[src/rtl/flag_run_extract_if.sv]
// Segment stream from the run extractor to the blob/feature stage.
// The master drives the segment record and valid; the slave returns ready.
interface flag_run_extract_if #(
  parameter int unsigned X_W = 11,
  parameter int unsigned Y_W = 11
);
  logic           o_seg_vld;
  logic           i_seg_rdy;
  logic [Y_W-1:0] o_seg_y;
  logic [X_W-1:0] o_seg_xs;
  logic [X_W-1:0] o_seg_xe;

  modport master (output o_seg_vld, o_seg_y, o_seg_xs, o_seg_xe, input i_seg_rdy);
  modport slave  (input o_seg_vld, o_seg_y, o_seg_xs, o_seg_xe, output i_seg_rdy);
endinterface

[src/rtl/flag_run_extract.sv]
// Collapses horizontal runs of foreground flags into {y, x_start, x_end} segment
// records, queued in a first-word-fall-through FIFO, with per-frame count and overflow.
module flag_run_extract #(
  parameter int unsigned X_W        = 11,
  parameter int unsigned Y_W        = 11,
  parameter int unsigned MIN_LEN    = 2,
  parameter int unsigned FIFO_DEPTH = 8
) (
  input  logic                    clk,
  input  logic                    rst_n,
  input  logic                    i_vld,
  input  logic                    i_flag,
  input  logic                    i_sof,
  input  logic                    i_eol,
  flag_run_extract_if.master      seg,
  output logic [15:0]             o_frame_segs,
  output logic                    o_ovf
);
  localparam int unsigned AW = $clog2(FIFO_DEPTH);
  localparam int unsigned CW = AW + 1;
  localparam int unsigned LW = X_W + 1;
  localparam logic [X_W-1:0] X_MAX = '1;
  localparam logic [Y_W-1:0] Y_MAX = '1;

  typedef struct packed {
    logic [Y_W-1:0] row;
    logic [X_W-1:0] xs;
    logic [X_W-1:0] xe;
  } seg_t;

  typedef enum logic {IDLE, RUN} state_t;

  state_t          state;
  logic [X_W-1:0]  x;
  logic [Y_W-1:0]  y;
  logic [X_W-1:0]  run_xs;
  seg_t            mem [FIFO_DEPTH];
  logic [AW-1:0]   wr_ptr;
  logic [AW-1:0]   rd_ptr;
  logic [CW-1:0]   count;
  logic [15:0]     frame_segs;
  logic            ovf;

  logic [X_W-1:0]  cur_x;
  logic [Y_W-1:0]  cur_y;
  state_t          cur_state;
  logic            close;
  logic [X_W-1:0]  close_xs;
  logic [X_W-1:0]  close_xe;
  logic [LW-1:0]   run_len;
  logic            full;
  logic            push;
  logic            pop;
  logic            push_ok;
  logic            drop;

  // Effective beat position/state: a start-of-frame beat restarts at (0,0) from IDLE,
  // which also discards any run left open by the previous frame.
  always_comb begin
    cur_x     = i_sof ? '0 : x;
    cur_y     = i_sof ? '0 : y;
    cur_state = i_sof ? IDLE : state;
    close     = 1'b0;
    close_xs  = run_xs;
    close_xe  = cur_x;
    if (i_vld) begin
      if (cur_state == IDLE) begin
        if (i_flag && i_eol) begin
          close    = 1'b1;
          close_xs = cur_x;
        end
      end else if (!i_flag) begin
        close    = 1'b1;
        close_xe = cur_x - X_W'(1);
      end else if (i_eol) begin
        close = 1'b1;
      end
    end
    run_len = LW'(close_xe) - LW'(close_xs) + LW'(1);
  end

  // Fullness is judged before the pop, so a simultaneous pop frees the slot.
  assign full    = (count == CW'(FIFO_DEPTH));
  assign push    = close && (run_len >= LW'(MIN_LEN));
  assign pop     = (count != '0) && seg.i_seg_rdy;
  assign push_ok = push && (!full || pop);
  assign drop    = push && full && !pop;

  always_ff @(posedge clk or negedge rst_n) begin
    if (!rst_n) begin
      state      <= IDLE;
      x          <= '0;
      y          <= '0;
      run_xs     <= '0;
      wr_ptr     <= '0;
      rd_ptr     <= '0;
      count      <= '0;
      frame_segs <= '0;
      ovf        <= 1'b0;
      for (int i = 0; i < FIFO_DEPTH; i++) mem[i] <= '0;
    end else begin
      if (i_vld) begin
        if (i_eol) begin
          x <= '0;
          y <= (cur_y == Y_MAX) ? Y_MAX : cur_y + Y_W'(1);
        end else begin
          x <= (cur_x == X_MAX) ? X_MAX : cur_x + X_W'(1);
          y <= cur_y;
        end
        if (i_flag && !i_eol && cur_state == IDLE) run_xs <= cur_x;
        state <= (i_flag && !i_eol) ? RUN : IDLE;
      end

      if (push_ok) begin
        mem[wr_ptr] <= '{row: cur_y, xs: close_xs, xe: close_xe};
        wr_ptr      <= wr_ptr + AW'(1);
      end
      if (pop) rd_ptr <= rd_ptr + AW'(1);
      count <= count + CW'(push_ok) - CW'(pop);

      // Start-of-frame clears the stats before this beat's own push/drop lands.
      if (i_vld && i_sof) begin
        frame_segs <= push_ok ? 16'd1 : 16'd0;
        ovf        <= drop;
      end else begin
        if (push_ok && frame_segs != 16'hFFFF) frame_segs <= frame_segs + 16'd1;
        if (drop) ovf <= 1'b1;
      end
    end
  end

  assign seg.o_seg_vld = (count != '0);
  assign seg.o_seg_y   = mem[rd_ptr].row;
  assign seg.o_seg_xs  = mem[rd_ptr].xs;
  assign seg.o_seg_xe  = mem[rd_ptr].xe;
  assign o_frame_segs  = frame_segs;
  assign o_ovf         = ovf;
endmodule

[src/flat_wrapper.sv]
// flat-port wrapper written by rule: the top's interface ports become plain ports
module flag_run_extract_flat 
#(
  parameter int unsigned X_W        = 11,
  parameter int unsigned Y_W        = 11,
  parameter int unsigned MIN_LEN    = 2,
  parameter int unsigned FIFO_DEPTH = 8
)
  (clk, rst_n, i_vld, i_flag, i_sof, i_eol, o_frame_segs, o_ovf, seg_o_seg_vld, seg_o_seg_y, seg_o_seg_xs, seg_o_seg_xe, seg_i_seg_rdy);
  flag_run_extract_if #(.X_W(X_W), .Y_W(Y_W)) seg_i ();
  input  logic clk;
  input  logic rst_n;
  input  logic i_vld;
  input  logic i_flag;
  input  logic i_sof;
  input  logic i_eol;
  output logic [15:0] o_frame_segs;
  output logic o_ovf;
  output wire logic [$bits(seg_i.o_seg_vld)-1:0] seg_o_seg_vld;
  output wire logic [$bits(seg_i.o_seg_y)-1:0] seg_o_seg_y;
  output wire logic [$bits(seg_i.o_seg_xs)-1:0] seg_o_seg_xs;
  output wire logic [$bits(seg_i.o_seg_xe)-1:0] seg_o_seg_xe;
  input wire logic [$bits(seg_i.i_seg_rdy)-1:0] seg_i_seg_rdy;
  assign seg_o_seg_vld = seg_i.o_seg_vld;
  assign seg_o_seg_y = seg_i.o_seg_y;
  assign seg_o_seg_xs = seg_i.o_seg_xs;
  assign seg_o_seg_xe = seg_i.o_seg_xe;
  assign seg_i.i_seg_rdy = seg_i_seg_rdy;
  flag_run_extract #(.X_W(X_W), .Y_W(Y_W), .MIN_LEN(MIN_LEN), .FIFO_DEPTH(FIFO_DEPTH)) u_core (.clk(clk), .rst_n(rst_n), .i_vld(i_vld), .i_flag(i_flag), .i_sof(i_sof), .i_eol(i_eol), .seg(seg_i), .o_frame_segs(o_frame_segs), .o_ovf(o_ovf));
endmodule
[config.mk]
export PLATFORM = sky130hd
export DESIGN_NAME = flag_run_extract_flat
export DESIGN_NICKNAME = d
export VERILOG_FILES = /design/src/rtl/flag_run_extract_if.sv /design/src/rtl/flag_run_extract.sv /design/src/flat_wrapper.sv
export SDC_FILE = /design/constraint.sdc
export NUM_CORES = 1
export LEC_CHECK = 0
export ABC_AREA = 0
export CAP_MARGIN = 0
export CORE_MARGIN = 4
export CORE_UTILIZATION = 51
export DETAILED_ROUTE_END_ITERATION = 8
export HOLD_SLACK_MARGIN = 0.1
export PLACE_DENSITY = 0.65
export REMOVE_ABC_BUFFERS = 1
export SETUP_SLACK_MARGIN = 0.05
export SLEW_MARGIN = 20
export SYNTH_ARGS = -nofsm -noshare
export SYNTH_HDL_FRONTEND = slang
export SYNTH_SLANG_ARGS = --single-unit
[constraint.sdc]
create_clock -name clk -period 6.2 [get_ports clk]
set_clock_uncertainty 0.15 [all_clocks]
set_input_delay 1.24 -clock clk [delete_from_list [all_inputs] [get_ports clk]]
set_output_delay 1.24 -clock clk [all_outputs]
set_load 0.005 [all_outputs]
# [Word level (Yosys, flattened, before mapping)]
# Cells that the tools add are included.
[classes] add_sub_neg=10 n_lt_le_gt_ge=4 n_eq_ne=4 mux=30 n_bitwise=3 n_reduce_logical=19
[op_table] operator="264-bit bitwise mux" n=1
[op_table] operator="11-bit 2-to-1 mux" n=12
[op_table] operator="33-bit binary-select mux with 3-bit select" n=1
[op_table] operator="33-bit demux with 3-bit select" n=1
[op_table] operator="33-bit 2-to-1 mux" n=3
[op_table] operator="16-bit 2-to-1 mux" n=2
[op_table] operator="11-bit by 1-bit adder with 11-bit output (second input constant)" n=2
[op_table] operator="11-bit equality test (second input constant)" n=2
[op_table] operator="16-bit by 1-bit adder with 16-bit output (second input constant)" n=1
[op_table] operator="16-bit inequality test (second input constant)" n=1
[op_table] operator="12-bit by 1-bit adder with 12-bit output (second input constant)" n=1
[op_table] operator="12-bit by 2-bit >= comparator with 1-bit output (second input constant)" n=1
[op_table] operator="11-bit by 11-bit subtractor with 12-bit output" n=1
[op_table] operator="1-bit logical AND" n=11
[op_table] operator="11-bit by 1-bit subtractor with 11-bit output (second input constant)" n=1
[op_table] operator="1-bit 2-to-1 mux" n=10
[op_table] operator="4-bit >= comparator (second input constant)" n=2
[op_table] operator="3-bit inverter with 4-bit output" n=2
[op_table] operator="3-bit by 1-bit adder with 3-bit output (second input constant)" n=2
[op_table] operator="4-bit by 1-bit adder with 4-bit output" n=1
[op_table] operator="4-bit equality test (second input constant)" n=1
[op_table] operator="4-bit by 1-bit less-than comparator with 1-bit output (second input constant)" n=1
[op_table] operator="2-bit nonzero test" n=2
[op_table] operator="4-bit nonzero test" n=1
[op_table] operator="5 further kinds" n=7
[word_totals] register_bits=325 input_bits=7 out_inout_bits=51

# [Depth between registers and ports, before layout]
[logic_depth] ltp_word=13 depth_mapped=24 depth_no_buf=21

# [Worst setup path before layout]
# No wires, ideal clock.
[synth_path] path_kind="in2reg" startpoint="in i_sof" endpoint="reg u_core.mem[198] (netlist name)" setup_time_ps=125 arrival_ps=6055 setup_slack_ps=-130 path_stages=23 path_buffers=6 path_cell_list="clkbuf_1 > inv_2 > nand2_1 > or3_1 > clkbuf_1 > o21bai_1 > o21bai_1 > clkbuf_1 > o311ai_0 > o21ai_1 > ha_1 > ha_1 > nor2b_1 > a21oi_1 > nand3_1 > a221o_1 > a2111oi_4 > nor2b_2 > buf_6 > and3_1 > buf_6 > buf_6 > mux2_4"
[synth_via] elab_chain_cells=10 word_cells_on_any_way=17 cone_classes="add/sub: 3; order compare: 1; mux: 11; reduce/logical: 2"
[synth_lines] item="start, declared" line_no="flat_wrapper.sv:15" source="input logic i_sof;"
[synth_lines] item="11-bit 2-to-1 mux" line_no="flag_run_extract.sv:60" source="cur_x = i_sof ? '0 : x;"
[synth_lines] item="11-bit by 1-bit subtractor with 11-bit output" line_no="flag_run_extract.sv:74" source="close_xe = cur_x - X_W'(1);"
[synth_lines] item="11-bit 2-to-1 mux" line_no="flag_run_extract.sv:72" source="end else if (!i_flag) begin"
[synth_lines] item="11-bit 2-to-1 mux" line_no="flag_run_extract.sv:67" source="if (cur_state == IDLE) begin"
[synth_lines] item="11-bit 2-to-1 mux (*)" line_no="flag_run_extract.sv:66" source="if (i_vld) begin"
[synth_lines] item="named net u_core.close_xe[9]" line_no="flag_run_extract.sv:49" source="logic [X_W-1:0] close_xe;"
[synth_lines] item="11-bit by 11-bit subtractor with 12-bit output (*)" line_no="flag_run_extract.sv:79" source="run_len = LW'(close_xe) - LW'(close_xs) + LW'(1);"
[synth_lines] item="12-bit by 1-bit adder with 12-bit output (*)" line_no="flag_run_extract.sv:79"
[synth_lines] item="12-bit by 2-bit >= comparator with 1-bit output (*)" line_no="flag_run_extract.sv:84" source="assign push = close && (run_len >= LW'(MIN_LEN));"
[synth_lines] item="1-bit logical AND (*)" line_no="flag_run_extract.sv:84"
[synth_lines] item="1-bit logical AND (*)" line_no="flag_run_extract.sv:86" source="assign push_ok = push && (!full || pop);"
[synth_lines] item="named net u_core.push_ok" line_no="flag_run_extract.sv:54" source="logic push_ok;"
[synth_lines] item="end signal, assigned by index" line_no="flag_run_extract.sv:115" source="mem[wr_ptr] <= '{row: cur_y, xs: close_xs, xe: close_xe};"
[synth_lines] item="end, declared" line_no="flag_run_extract.sv:37" source="seg_t mem [FIFO_DEPTH];"
# Mark *: on every way through the listed nets, which the timed path passes. The rest lies on a longest branch.
# A chain may end at the register's enable or synchronous reset.

# [Worst setup path in the final report]
[layout_path] startpoint="in i_sof" endpoint="reg u_core.count[1]"
[layout_via] elab_chain_cells=12 word_cells_on_any_way=18 cone_classes="add/sub: 5; order compare: 1; mux: 10; reduce/logical: 2"
[layout_lines] item="11-bit 2-to-1 mux" line_no="flag_run_extract.sv:60"
[layout_lines] item="11-bit by 1-bit subtractor with 11-bit output" line_no="flag_run_extract.sv:74"
[layout_lines] item="11-bit 2-to-1 mux" line_no="flag_run_extract.sv:72"
[layout_lines] item="11-bit 2-to-1 mux" line_no="flag_run_extract.sv:67"
[layout_lines] item="11-bit 2-to-1 mux (*)" line_no="flag_run_extract.sv:66"
[layout_lines] item="named net u_core.close_xe[9]" line_no="flag_run_extract.sv:49"
[layout_lines] item="11-bit by 11-bit subtractor with 12-bit output (*)" line_no="flag_run_extract.sv:79"
[layout_lines] item="12-bit by 1-bit adder with 12-bit output (*)" line_no="flag_run_extract.sv:79"
[layout_lines] item="12-bit by 2-bit >= comparator with 1-bit output (*)" line_no="flag_run_extract.sv:84"
[layout_lines] item="1-bit logical AND (*)" line_no="flag_run_extract.sv:84"
[layout_lines] item="1-bit logical AND (*)" line_no="flag_run_extract.sv:86"
[layout_lines] item="4-bit by 1-bit adder with 4-bit output (*)" line_no="flag_run_extract.sv:119" source="count <= count + CW'(push_ok) - CW'(pop);"
[layout_lines] item="4-bit by 1-bit subtractor with 4-bit output (*)" line_no="flag_run_extract.sv:119"
[layout_lines] item="end signal, assigned" line_no="flag_run_extract.sv:119"
[layout_lines] item="end, declared" line_no="flag_run_extract.sv:40" source="logic [CW-1:0] count;"
# Marked as above.

==> results.md <==
- Outcome: finished, final reports clean
- Worst path arrival time: 6.16 ns
- Non-filler cells in the finished layout: ~1.7k
- DRC: 0
- Switching fraction of total power: 0.274
- Vias in the first global route: 10.5k
- Leak: 0.00924 µW
- Mapped Cells: approximately 1.2k
- Max Fclk: 171 MHz
- DPL Wire Length: 22,400 µm
- Area grow syn2layout: 17.3%
- Largest area contributor in the synthesized netlist: dfrtp_1
- Critical Path End Type: flop
- Reg2reg end: u_core.count[1]
- Post-synth EDFFs: 0
- FF-to-FF path depth: 20
- RSZ-0062 raised after global routing: false
- Synth top area cells: dfrtp_1 50%, mux2_1 13%, mux4_2 9.1%
- Synth top area share: 0.500
- Max Root-Sink Buffers: 3
- H-tree lvl count: 2
- Sequential Power Share: 0.432
- Worst path required time: 6.51 ns
- IO Port Bufs: 57
- Maximum vdd drop: 294 µV
- Die area: 0.0348 mm²
- Initial antenna violation count: 0
- Die Width: 187 µm
- IO Pins: 58
- Average wire per standard cell: 20.5 µm
- Hold crit path type: flop to flop
- Fillers: roughly 2.5k
- Post-CTS Hold Fix Bufs: 0
- Placed Cells: about 1.6k
- Switching power: ~1700 µW
- Total number of vias: between 9k and 10k
- Worst-skew pair later-pin latency: around 0.52 ns
- CP Class: primary input to flop
- Avg Cell Area, Syn: ~14 µm²
- Critical R2R Launch: u_core.state
- Grt ovf: 0
- Final min period: between 5 and 6 ns
- Worst hold slack: about 0.33 ns
- Critical Path Source Type: primary input
- Hold Path End: u_core.mem[147]
- CTS Buf Count: 36
- CTS root buf: clkbuf_16
- Internal Pwr Total: between 4000 and 5000 µW
- Final Setup Violations: 0
- Final core occ: 0.606
- Count leader, synth: dfrtp_1
- CTS tree: done
- Largest net degree at the start of global routing: around 120
- Clk network pwr share: 0.347
- Slew HR: 0.362
- Clock-pin slew on the worst setup and hold paths: roughly 0.060 ns
- Max Cap Viol: 0
- Placer Congestion: 0.937
- Worst reg2reg setup slack: 1.23 ns
- Initial core utilization: 0.517
- Worst-margin pin slew: about 0.95 ns
- Async set-reset flop share out of synthesis: 1.00
- Initial DRT Pass Iterations: 5
- Worst Path Max Fanout: 9
- #FFs+latches synth: approximately 330
- Critical Path Source: i_sof
- Crit share post-route: 0.944
- Top FF cell, synth: dfrtp_1
- # diodes: 0
- Syn Std Cell Area: 0.0163 mm²
- Sequential area share after synthesis: 0.500
- Logic pwr share: 0.222
- Slew Viols, Final: 0
- Hold path cells: 1
- First-pass GRT wire length: 58,100 µm
- Die Ht: roughly 190 µm
- Hold Path Origin: u_core.mem[147]
- Synth unique cells: 64
- Synth top cells by count: 325 x dfrtp_1, 191 x mux2_1, 101 x mux2_2
- Cell Rows: 65
- Fin. Hold Viols: 0
- Share of layout cells above drive strength 1: 0.271
- Total Routing Usage GR: 0.204
- TritonCTS Sinks: 325
- WL final: between 30,000 and 40,000 µm
- Core ar.: roughly 0.031 mm²
- DRT iter0 DRCs: approximately 670
- Cell Pwr Density: roughly 330 mW/mm²
- YS warnings: 0
- Vias per inst: 5.79
- ANT nets after route: 0
- Final #Nets: 1,320
## routing by layer
layer | track usage | vias to the layer above | part of all wire
met5 | 0 | - | 0
met4 | 0.0484 | 0 | 0.019
met3 | 0.0269 | 51 | 0.031
met2 | 0.340 | 168 | 0.48
met1 | 0.289 | 5133 | 0.47
li1 | - | 4537 | -
## power by group through the flow
stage / Sequential [µW] / Clock, µW / Combinational [µW]
global placement: 2780 / 0 / 1340
CTS: 2750 / 2230 / 1370
detailed placement: 2790 / 0 / 1360
floorplan: 2730 / 0 / 865
finish: 2710 / 2180 / 1390
global route: 2770 / 2330 / 1520
## state kept, by name, indices dropped and copies added (netlist names)
name / flops
u_core.o_ovf: 1
u_core.rd_ptr: 3
u_core.o_frame_segs: 16
u_core.x: 11
u_core.count: 4
u_core.run_xs: 11
u_core.wr_ptr: 3
u_core.y: 11
u_core.state: 1
u_core.mem: 264
## how the worst max path moves through the flow
stage                           end  cells past startpoint  slack (ns)
global route        u_core.count[3]                     22        0.09
global placement    u_core.mem[100]                     19       -0.16
CTS                 u_core.mem[100]                     19        0.21
detailed placement  u_core.mem[126]                     19       -0.32
finish              u_core.count[1]                     22        0.35
floorplan           u_core.mem[100]                     16       -2.91
## worst max-delay path, cell delays in order
cell             delay, ns
clkdlybuf4s50_1       0.46
inv_2                 0.08
nand2_1               0.07
or3_1                 0.38
o21bai_1              0.19
o21bai_1              0.23
nand2b_1              0.19
o21ai_1               0.30
ha_1                  0.30
ha_1                  0.34
buf_4                 0.17
nor2b_1               0.14
o31ai_1               0.21
o41a_1                0.19
nand4_1               0.15
a2111oi_4             0.47
nor2b_4               0.12
buf_4                 0.19
ha_1                  0.21
inv_1                 0.07
fa_1                  0.40
inv_1                 0.06
## area by class of cell
type                            count  area, µm²  area share
Inverter                           37        139     0.00728
Sequential cell                   325       8140       0.426
Clock buffer                       55       1080      0.0568
Timing Repair Buffer              136       1430      0.0747
Tap cell                          402        503      0.0264
Multi-Input combinational cell    743       7660       0.402
Clock inverter                     10        133     0.00695
## repair_timing
| item | CTS | global route |
|---|---|---|
| hold endpoints to repair | 0 | 0 |
| gates resized for setup | 0 | 6 |
| setup buffers | 0 | 1 |
| endpoints found under the setup margin | 0 | 166 |
## placed cells by master (no fill, tap or decap), types with 29 or more instances in the layout
cell type and n:
a21oi_1 33, buf_4 57, clkbuf_16 37, clkdlybuf4s50_1 56
dfrtp_1 322, ha_1 32, inv_1 36, mux2_1 191
mux2_2 101, mux2_4 30, mux4_2 66, nand2_1 43
nor2_1 33, o21ai_0 29
## stage by stage
| stage | TNS, ns | worst slack, ns | power [µW] | instance area [µm²] |
|---|---|---|---|---|
| finish | 0 | 0.349 | 6280 | 19100 |
| global route | 0 | 0.0853 | 6620 | 19100 |
| CTS | 0 | 0.214 | 6360 | 19000 |
| detailed placement | -46.33 | -0.318 | 4150 | 17800 |
| global placement | -8.83 | -0.164 | 4120 | 17800 |
| floorplan | -262.69 | -2.91 | 3590 | 15900 |
## kinds of logic after synthesis
kind of cell    after synthesis  share of synthesized area
compound gates              117                     0.0479
xor+xnor                     15                    0.00808
fa+ha+maj                    34                     0.0271
buf+inv                     117                     0.0316
flops                       325                      0.500
mux                         396                      0.326
simple gates                181                     0.0592
(Power assumes the default switching activity.)
